[src/rtl/vga_mem_arbiter_if.sv]
// Bus bundle between the VGA timing generator, the ASIP data port and the
// image RAM. The arbiter takes the slave view; the environment takes master.
interface vga_mem_arbiter_if #(
    parameter int DATA_W = 8
);
    // display read path
    logic [9:0]        pos_x;
    logic [9:0]        pos_y;
    logic              CHG_IMG;
    logic              disp_req;
    logic [DATA_W-1:0] disp_pixel;
    logic              disp_valid;
    logic              disp_miss;
    // core load/store path
    logic              cpu_req;
    logic              cpu_we;
    logic [31:0]       cpu_addr;
    logic [DATA_W-1:0] cpu_wdata;
    logic              cpu_gnt;
    logic [DATA_W-1:0] cpu_rdata;
    logic              cpu_rvalid;
    // image RAM port
    logic [31:0]       mem_addr;
    logic              mem_we;
    logic [DATA_W-1:0] mem_wdata;
    logic [DATA_W-1:0] mem_rdata;

    modport slave (
        input  pos_x, pos_y, CHG_IMG, disp_req,
        input  cpu_req, cpu_we, cpu_addr, cpu_wdata,
        input  mem_rdata,
        output disp_pixel, disp_valid, disp_miss,
        output cpu_gnt, cpu_rdata, cpu_rvalid,
        output mem_addr, mem_we, mem_wdata
    );

    modport master (
        output pos_x, pos_y, CHG_IMG, disp_req,
        output cpu_req, cpu_we, cpu_addr, cpu_wdata,
        output mem_rdata,
        input  disp_pixel, disp_valid, disp_miss,
        input  cpu_gnt, cpu_rdata, cpu_rvalid,
        input  mem_addr, mem_we, mem_wdata
    );
endinterface

[src/rtl/vga_mem_arbiter.sv]
// Arbiter for the single-port image RAM: display reads have priority, a
// starvation guard forces a core slot after MAX_WAIT denied cycles.
// Optional build macro VGA_ADDR_CLAMP_EN: out-of-range display positions
// skip the RAM, return pixel 0 and hand the slot to the core.
module vga_mem_arbiter #(
    parameter int DATA_W   = 8,
    parameter int W_ENC    = 640,
    parameter int W_DEC    = 320,
    parameter int MAX_WAIT = 8
) (
    input  logic              clk,
    input  logic              rst_n,
    vga_mem_arbiter_if.slave  bus
);
    typedef enum logic [1:0] {GNT_IDLE, GNT_DISP, GNT_CPU} grant_e;

    grant_e            winner;
    logic [31:0]       row_w;
    logic [17:0]       pix_off;
    logic [31:0]       disp_addr;
    logic              disp_in_range;
    logic              starve;

    logic [31:0]       mem_addr_q,   mem_addr_d;
    logic              mem_we_q,     mem_we_d;
    logic [DATA_W-1:0] mem_wdata_q,  mem_wdata_d;
    logic              rd_disp_q,    rd_disp_d;   // owner tag: display read in flight
    logic              rd_cpu_q,     rd_cpu_d;    // owner tag: core read in flight
    logic              miss_q,       miss_d;      // display slot given to the core
    logic              clamp_q,      clamp_d;     // display answered without RAM
    logic [DATA_W-1:0] disp_pixel_q, disp_pixel_d;
    logic              disp_valid_q, disp_valid_d;
    logic              disp_miss_q,  disp_miss_d;
    logic [DATA_W-1:0] cpu_rdata_q,  cpu_rdata_d;
    logic              cpu_rvalid_q, cpu_rvalid_d;
    logic [7:0]        wait_cnt_q,   wait_cnt_d;

    // Linear pixel address; bits above 17 fall off, CHG_IMG selects the bank.
    assign row_w     = bus.CHG_IMG ? 32'(W_DEC) : 32'(W_ENC);
    assign pix_off   = 18'(row_w * 32'(bus.pos_y) + 32'(bus.pos_x));
    assign disp_addr = {13'b0, bus.CHG_IMG, pix_off};

`ifdef VGA_ADDR_CLAMP_EN
    localparam int H_ENC = 400;
    localparam int H_DEC = 320;
    logic [31:0] row_h;
    assign row_h         = bus.CHG_IMG ? 32'(H_DEC) : 32'(H_ENC);
    assign disp_in_range = (32'(bus.pos_x) < row_w) && (32'(bus.pos_y) < row_h);
`else
    assign disp_in_range = 1'b1;
`endif

    assign starve  = bus.cpu_req && (wait_cnt_q == 8'(MAX_WAIT));
    assign bus.cpu_gnt = (winner == GNT_CPU);

    // Pick this cycle's RAM owner; nobody is granted while reset is held.
    always_comb begin
        // NOTE: every comb output gets a default first, so no path infers a latch.
        winner = GNT_IDLE;
        if (rst_n) begin
            if (bus.disp_req && disp_in_range && !starve) winner = GNT_DISP;
            else if (bus.cpu_req)                         winner = GNT_CPU;
        end
    end

    // Next state for the address stage, the data stage and the wait counter.
    always_comb begin
        mem_addr_d  = mem_addr_q;
        mem_we_d    = 1'b0;
        mem_wdata_d = mem_wdata_q;
        rd_disp_d   = 1'b0;
        rd_cpu_d    = 1'b0;
        miss_d      = 1'b0;
        clamp_d     = bus.disp_req && !disp_in_range;
        case (winner)
            GNT_DISP: begin
                mem_addr_d = disp_addr;
                rd_disp_d  = 1'b1;
            end
            GNT_CPU: begin
                mem_addr_d  = bus.cpu_addr;
                mem_we_d    = bus.cpu_we;
                mem_wdata_d = bus.cpu_wdata;
                rd_cpu_d    = !bus.cpu_we;
                miss_d      = bus.disp_req && disp_in_range;
            end
            default: ;
        endcase

        // Data stage: mem_rdata belongs to whichever tag was set last edge.
        disp_valid_d = rd_disp_q || clamp_q;
        disp_miss_d  = miss_q;
        disp_pixel_d = disp_pixel_q;
        if (rd_disp_q)    disp_pixel_d = bus.mem_rdata;
        else if (clamp_q) disp_pixel_d = '0;
        cpu_rvalid_d = rd_cpu_q;
        cpu_rdata_d  = rd_cpu_q ? bus.mem_rdata : cpu_rdata_q;

        // Count denied core cycles; saturate so the guard stays armed.
        if (!bus.cpu_req || winner == GNT_CPU) wait_cnt_d = '0;
        else if (wait_cnt_q != 8'(MAX_WAIT))    wait_cnt_d = wait_cnt_q + 8'd1;
        else                                    wait_cnt_d = wait_cnt_q;
    end

    // All state, including in-flight tags, is cleared by the async reset.
    always_ff @(posedge clk or negedge rst_n) begin
        if (!rst_n) begin
            mem_addr_q   <= '0;
            mem_we_q     <= 1'b0;
            mem_wdata_q  <= '0;
            rd_disp_q    <= 1'b0;
            rd_cpu_q     <= 1'b0;
            miss_q       <= 1'b0;
            clamp_q      <= 1'b0;
            disp_pixel_q <= '0;
            disp_valid_q <= 1'b0;
            disp_miss_q  <= 1'b0;
            cpu_rdata_q  <= '0;
            cpu_rvalid_q <= 1'b0;
            wait_cnt_q   <= '0;
        end else begin
            // NOTE: non-blocking updates so every flop samples pre-edge values.
            mem_addr_q   <= mem_addr_d;
            mem_we_q     <= mem_we_d;
            mem_wdata_q  <= mem_wdata_d;
            rd_disp_q    <= rd_disp_d;
            rd_cpu_q     <= rd_cpu_d;
            miss_q       <= miss_d;
            clamp_q      <= clamp_d;
            disp_pixel_q <= disp_pixel_d;
            disp_valid_q <= disp_valid_d;
            disp_miss_q  <= disp_miss_d;
            cpu_rdata_q  <= cpu_rdata_d;
            cpu_rvalid_q <= cpu_rvalid_d;
            wait_cnt_q   <= wait_cnt_d;
        end
    end

    assign bus.mem_addr   = mem_addr_q;
    assign bus.mem_we     = mem_we_q;
    assign bus.mem_wdata  = mem_wdata_q;
    assign bus.disp_pixel = disp_pixel_q;
    assign bus.disp_valid = disp_valid_q;
    assign bus.disp_miss  = disp_miss_q;
    assign bus.cpu_rdata  = cpu_rdata_q;
    assign bus.cpu_rvalid = cpu_rvalid_q;
endmodule

[src/flat_wrapper.sv]
// flat-port wrapper written by rule: the top's interface ports become plain ports
module vga_mem_arbiter_flat 
#(
    parameter int DATA_W   = 8,
    parameter int W_ENC    = 640,
    parameter int W_DEC    = 320,
    parameter int MAX_WAIT = 8
)
  (clk, rst_n, bus_pos_x, bus_pos_y, bus_CHG_IMG, bus_disp_req, bus_cpu_req, bus_cpu_we, bus_cpu_addr, bus_cpu_wdata, bus_mem_rdata, bus_disp_pixel, bus_disp_valid, bus_disp_miss, bus_cpu_gnt, bus_cpu_rdata, bus_cpu_rvalid, bus_mem_addr, bus_mem_we, bus_mem_wdata);
  vga_mem_arbiter_if #(.DATA_W(DATA_W)) bus_i ();
  input  logic clk;
  input  logic rst_n;
  input wire logic [$bits(bus_i.pos_x)-1:0] bus_pos_x;
  input wire logic [$bits(bus_i.pos_y)-1:0] bus_pos_y;
  input wire logic [$bits(bus_i.CHG_IMG)-1:0] bus_CHG_IMG;
  input wire logic [$bits(bus_i.disp_req)-1:0] bus_disp_req;
  input wire logic [$bits(bus_i.cpu_req)-1:0] bus_cpu_req;
  input wire logic [$bits(bus_i.cpu_we)-1:0] bus_cpu_we;
  input wire logic [$bits(bus_i.cpu_addr)-1:0] bus_cpu_addr;
  input wire logic [$bits(bus_i.cpu_wdata)-1:0] bus_cpu_wdata;
  input wire logic [$bits(bus_i.mem_rdata)-1:0] bus_mem_rdata;
  output wire logic [$bits(bus_i.disp_pixel)-1:0] bus_disp_pixel;
  output wire logic [$bits(bus_i.disp_valid)-1:0] bus_disp_valid;
  output wire logic [$bits(bus_i.disp_miss)-1:0] bus_disp_miss;
  output wire logic [$bits(bus_i.cpu_gnt)-1:0] bus_cpu_gnt;
  output wire logic [$bits(bus_i.cpu_rdata)-1:0] bus_cpu_rdata;
  output wire logic [$bits(bus_i.cpu_rvalid)-1:0] bus_cpu_rvalid;
  output wire logic [$bits(bus_i.mem_addr)-1:0] bus_mem_addr;
  output wire logic [$bits(bus_i.mem_we)-1:0] bus_mem_we;
  output wire logic [$bits(bus_i.mem_wdata)-1:0] bus_mem_wdata;
  assign bus_i.pos_x = bus_pos_x;
  assign bus_i.pos_y = bus_pos_y;
  assign bus_i.CHG_IMG = bus_CHG_IMG;
  assign bus_i.disp_req = bus_disp_req;
  assign bus_i.cpu_req = bus_cpu_req;
  assign bus_i.cpu_we = bus_cpu_we;
  assign bus_i.cpu_addr = bus_cpu_addr;
  assign bus_i.cpu_wdata = bus_cpu_wdata;
  assign bus_i.mem_rdata = bus_mem_rdata;
  assign bus_disp_pixel = bus_i.disp_pixel;
  assign bus_disp_valid = bus_i.disp_valid;
  assign bus_disp_miss = bus_i.disp_miss;
  assign bus_cpu_gnt = bus_i.cpu_gnt;
  assign bus_cpu_rdata = bus_i.cpu_rdata;
  assign bus_cpu_rvalid = bus_i.cpu_rvalid;
  assign bus_mem_addr = bus_i.mem_addr;
  assign bus_mem_we = bus_i.mem_we;
  assign bus_mem_wdata = bus_i.mem_wdata;
  vga_mem_arbiter #(.DATA_W(DATA_W), .W_ENC(W_ENC), .W_DEC(W_DEC), .MAX_WAIT(MAX_WAIT)) u_core (.clk(clk), .rst_n(rst_n), .bus(bus_i));
endmodule
[config.mk]
export PLATFORM = sky130hd
export DESIGN_NAME = vga_mem_arbiter_flat
export DESIGN_NICKNAME = d
export VERILOG_FILES = /design/src/rtl/vga_mem_arbiter_if.sv /design/src/rtl/vga_mem_arbiter.sv /design/src/flat_wrapper.sv
export SDC_FILE = /design/constraint.sdc
export NUM_CORES = 1
export LEC_CHECK = 0
export BUFFER_PORTS_ARGS = -buffer_cell sky130_fd_sc_hd__buf_2
export CORE_MARGIN = 2
export CORE_UTILIZATION = 50
export CTS_BUF_LIST = sky130_fd_sc_hd__clkbuf_8
export DETAILED_ROUTE_END_ITERATION = 7
export GPL_TIMING_DRIVEN = 0
export PLACE_DENSITY = 0.85
export SLEW_MARGIN = 5
export SYNTH_ARGS = -nofsm -noshare
export SYNTH_HDL_FRONTEND = slang
export SYNTH_SLANG_ARGS = --single-unit
[constraint.sdc]
create_clock -name clk -period 7.3 [get_ports clk]
set_clock_uncertainty 0.05 [all_clocks]
set_input_delay 0.73 -clock clk [delete_from_list [all_inputs] [get_ports clk]]
set_output_delay 0.73 -clock clk [all_outputs]
set_load 0.01 [all_outputs]
==> out/results.tsv <==
stage	metric	value	unit
logic_synthesis	synth_xor_area_frac	0.0352	
timing	hold_viol	0	
place	dp_cells	639	
logic_synthesis	seq_area_frac_synth	0.419	
worst_setup_path	cp_slowest_cell	fa_1	
place	hpwlAfterDp	7.47	mm
place	port_buffers	133	
worst_setup_path	crit_top_cell	ha_1	
power_and_ir_drop	powerDensity	243	nW/um^2
power_and_ir_drop	seqPwrFrac	0.387	
logic_synthesis	synth_mux_area_frac	0.118	
power_and_ir_drop	peakVddDrop	0.0883	mV
worst_setup_path	reg2reg_to	u_core.bus.mem_wdata[5]$_DFFE_PN0P_	
worst_setup_path	critical_path_required	7.48	ns
timing	fin_ws	2.88	ns
routing	num_vias	3282	
routing	wl_met1	3.78	mm
worst_setup_path	critical_path.max_stage_delay	0.52	ns
worst_setup_path	ff2ff_path_depth	9	
routing	dr_wl_met3	578	um
logic_synthesis	synth_top_cell_area_share	0.419	
logic_synthesis	synthArstFlopShare	1.00	
power_and_ir_drop	p_sw_frac	0.330	
routing	first_pass_iters	4	
routing	ant_nets	0	
worst_setup_path	reg2reg_setup_slack	4.22	ns
place	gp_congestion	0.862	
floorplan	die_width	96.0	um
timing	fin_setup_tns	0	ns
routing	viasPerCell	5.01	
global_routing	grt_pass1_wl	14.8	mm
timing	setup_viol	0	
outcome	outcome	complete, no violations	
run	maxCapViolations	0	
cells_and_area	nFillCells	678	
place	dp_slack	2.51	ns
logic_synthesis	ys_ff_latch	71	
routing	drt_iter0_markers	68	
logic_synthesis	netlist_instances	399	
timing	maxSlewViolCount	0	
cts	clkLatencyLatePin	0.35	ns
cells_and_area	drive_gt1_frac	0.344	
logic_synthesis	synth_largest_area_cell	dfrtp_1	
cts	cts_hold_buf	0	
cts	htree_levels	3	
logic_synthesis	synth_top_family_by_area	adder cells	
cts	clkSinkCount	71	
logic_synthesis	synth_warnings	0	
logic_synthesis	synthSimpleGateAreaFrac	0.111	
logic_synthesis	netlist_top_cells_area	dfrtp_1 42%, ha_1 15%, mux2_2 8.2%	
cts	cts-root-buf	clkbuf_8	
logic_synthesis	synth_edf_count	0	
cts	post_cts_buffers	0	
floorplan	core_area	8220	um^2
cts	cts_tree	yes	
timing	timing.fmax	226	MHz
routing	wl	9.23	mm
routing	routed.top_layer	met4	
cells_and_area	nets	680	
global_routing	antenna_found_initial	0	
worst_setup_path	path_max_fanout	10	
routing	met2_wirelength	4.75	mm
floorplan	fp.dieH	96.0	um
global_routing	grt_start_max_net_pins	46	
global_routing	globalRoute.totalOverflow	0	
timing	period_share	0.605	
logic_synthesis	avgSynthCellArea	10.6	um^2
cells_and_area	final_util	0.643	
worst_setup_path	cp-start-kind	primary input	
logic_synthesis	syn-cell-area	4240	um^2
cts	clk_pin_slew	0.08	ns
floorplan	rows	33	
logic_synthesis	synthAdderAreaFrac	0.198	
floorplan	io-pin-count	135	
power_and_ir_drop	power.switching	0.425	mW
power_and_ir_drop	intPower	0.861	mW
cts	cts_resized	0	
worst_setup_path	r2r_start	u_core.wait_cnt_q[2]$_DFFE_PN0P_	
logic_synthesis	synthDistinctLibCells	36	
cells_and_area	area_delta_synth_final	24.8	%
global_routing	grt_use_total	0.208	
worst_setup_path	cp-end-kind	register	
floorplan	dieArea	9220	um^2
routing	drc	0	
power_and_ir_drop	p_comb_frac	0.335	
cells_and_area	layout_commonest_cell	buf_2	
timing	slew_headroom	0.661	
cells_and_area	diodes	0	
worst_setup_path	worstPathArrival	4.60	ns
cts	clockBufferDepth	2	
logic_synthesis	synth_ff_type	dfrtp_1	
logic_synthesis	synth_compound_area_frac	0.0706	
cts	numCtsBuffers	9	
cells_and_area	final_cells	655	
global_routing	grt_pass1_vias	3342	
power_and_ir_drop	p_leak	2.76	nW
timing	whs	0.243	ns
worst_hold_path	hp-class	in -> async	
worst_setup_path	timing.critical_path.cells	buf_4 -> clkbuf_1 -> nor2b_1 -> ha_1 -> ha_1 -> ha_1 -> ha_1 -> inv_1 -> fa_1 -> inv_1 -> ha_1 -> o211ai_1 -> o21ai_0 -> a31oi_1 -> xnor2_1 -> a221o_1	
timing	rsz0062_at_grt	no	
routing	wl_per_cell	14.1	um
timing	worst_pin_slew	0.508	ns
power_and_ir_drop	clkPwrFrac	0.278	
worst_setup_path	path_class	in -> reg	
timing	period_minus_slack	4.42	ns
floorplan	start_util	0.515	
cells_and_area	final_cell_mix	133 x buf_2, 71 x dfrtp_1, 51 x ha_1	
==> worst max path at each step <==
stage / from / end / slack, ns
floorplan: bus_CHG_IMG / u_core.bus.mem_addr[15]$_DFFE_PN0P_ / 2.87
global placement: bus_CHG_IMG / u_core.bus.mem_addr[15]$_DFFE_PN0P_ / 2.59
detailed placement: bus_CHG_IMG / u_core.bus.mem_addr[15]$_DFFE_PN0P_ / 2.51
CTS: bus_CHG_IMG / u_core.bus.mem_addr[15]$_DFFE_PN0P_ / 2.88
global route: bus_CHG_IMG / u_core.bus.mem_addr[15]$_DFFE_PN0P_ / 2.60
finish: bus_CHG_IMG / u_core.bus.mem_addr[15]$_DFFE_PN0P_ / 2.88
==> metal layers <==
layer	GRT usage	up-vias
li1	-	1629
met1	0.247	1552
met2	0.376	90
met3	0.0454	11
met4	0.0619	0
met5	0	-
==> worst max-delay path: cells and delay by family <==
family / cells / cell delay (ns)
and+or+nand+nor: 1 / 0.13
xor gates and xnor gates: 1 / 0.16
AOI/OAI and AO/OA: 4 / 0.98
adders and majority gates: 6 / 2.02
buffers and inverters: 4 / 0.57
==> cell type report <==
class                   instances  area [um^2]  area share
multi-input cells             278         2270       0.429
flip-flops and latches         71         1780       0.336
repair buffers                134          688       0.130
well taps                     105          131      0.0249
clock buffers                   9          124      0.0234
inverters                      29          109      0.0206
clock inverters                 7          103      0.0194
plain buffers                  22         87.6      0.0166
==> synth_stat cells, types with 2 or more instances <==
library cell  instances
nor2_1               15
nand2b_1              5
o211ai_1              2
nor2b_1               6
dfrtp_1              71
mux2_2               31
fa_1                 10
and2_1                7
a211oi_1              3
o21ai_0              33
nor4b_1               2
conb_1                2
a21oi_1               7
clkbuf_1             18
a21o_1                5
inv_1                28
buf_1                 2
ha_1                 51
nand3_1               5
xnor2_1              11
mux2i_1              15
nand2_1              48
xor2_1                6
nor3_1                4
==> power by group through the flow <==
stage / Clock [mW] / Sequential [mW] / Combinational [mW]
2_1_floorplan: 0 / 0.538 / 0.238
3_3_place_gp: 0 / 0.502 / 0.418
3_5_place_dp: 0 / 0.506 / 0.434
4_1_cts: 0.364 / 0.499 / 0.437
5_1_grt: 0.380 / 0.508 / 0.485
6_report: 0.357 / 0.498 / 0.432
==> cells by family after synthesis <==
logic type      Yosys count
flops                    71
buf+inv                  51
compound gates           53
fa+ha+maj                61
mux                      46
simple gates             98
xor+xnor                 17
other cells               2
==> through the flow <==
step | total power [mW] | instance area [um^2]
3_3_place_gp | 0.920 | 5040
6_report | 1.29 | 5290
3_5_place_dp | 0.940 | 5060
2_1_floorplan | 0.776 | 4240
5_1_grt | 1.37 | 5290
4_1_cts | 1.30 | 5290
==> flip-flops by register name (all words and copies together), names as in the netlist <==
register / count
u_core.bus.cpu_rdata: 8
u_core.bus.cpu_rvalid: 1
u_core.bus.disp_miss: 1
u_core.bus.disp_pixel: 8
u_core.bus.disp_valid: 1
u_core.bus.mem_addr: 32
u_core.bus.mem_wdata: 8
u_core.bus.mem_we: 1
u_core.cpu_rvalid_d: 1
u_core.disp_miss_d: 1
u_core.rd_disp_q: 1
u_core.wait_cnt_q: 8
No activity file was read; power rests on OpenSTA's default activity.
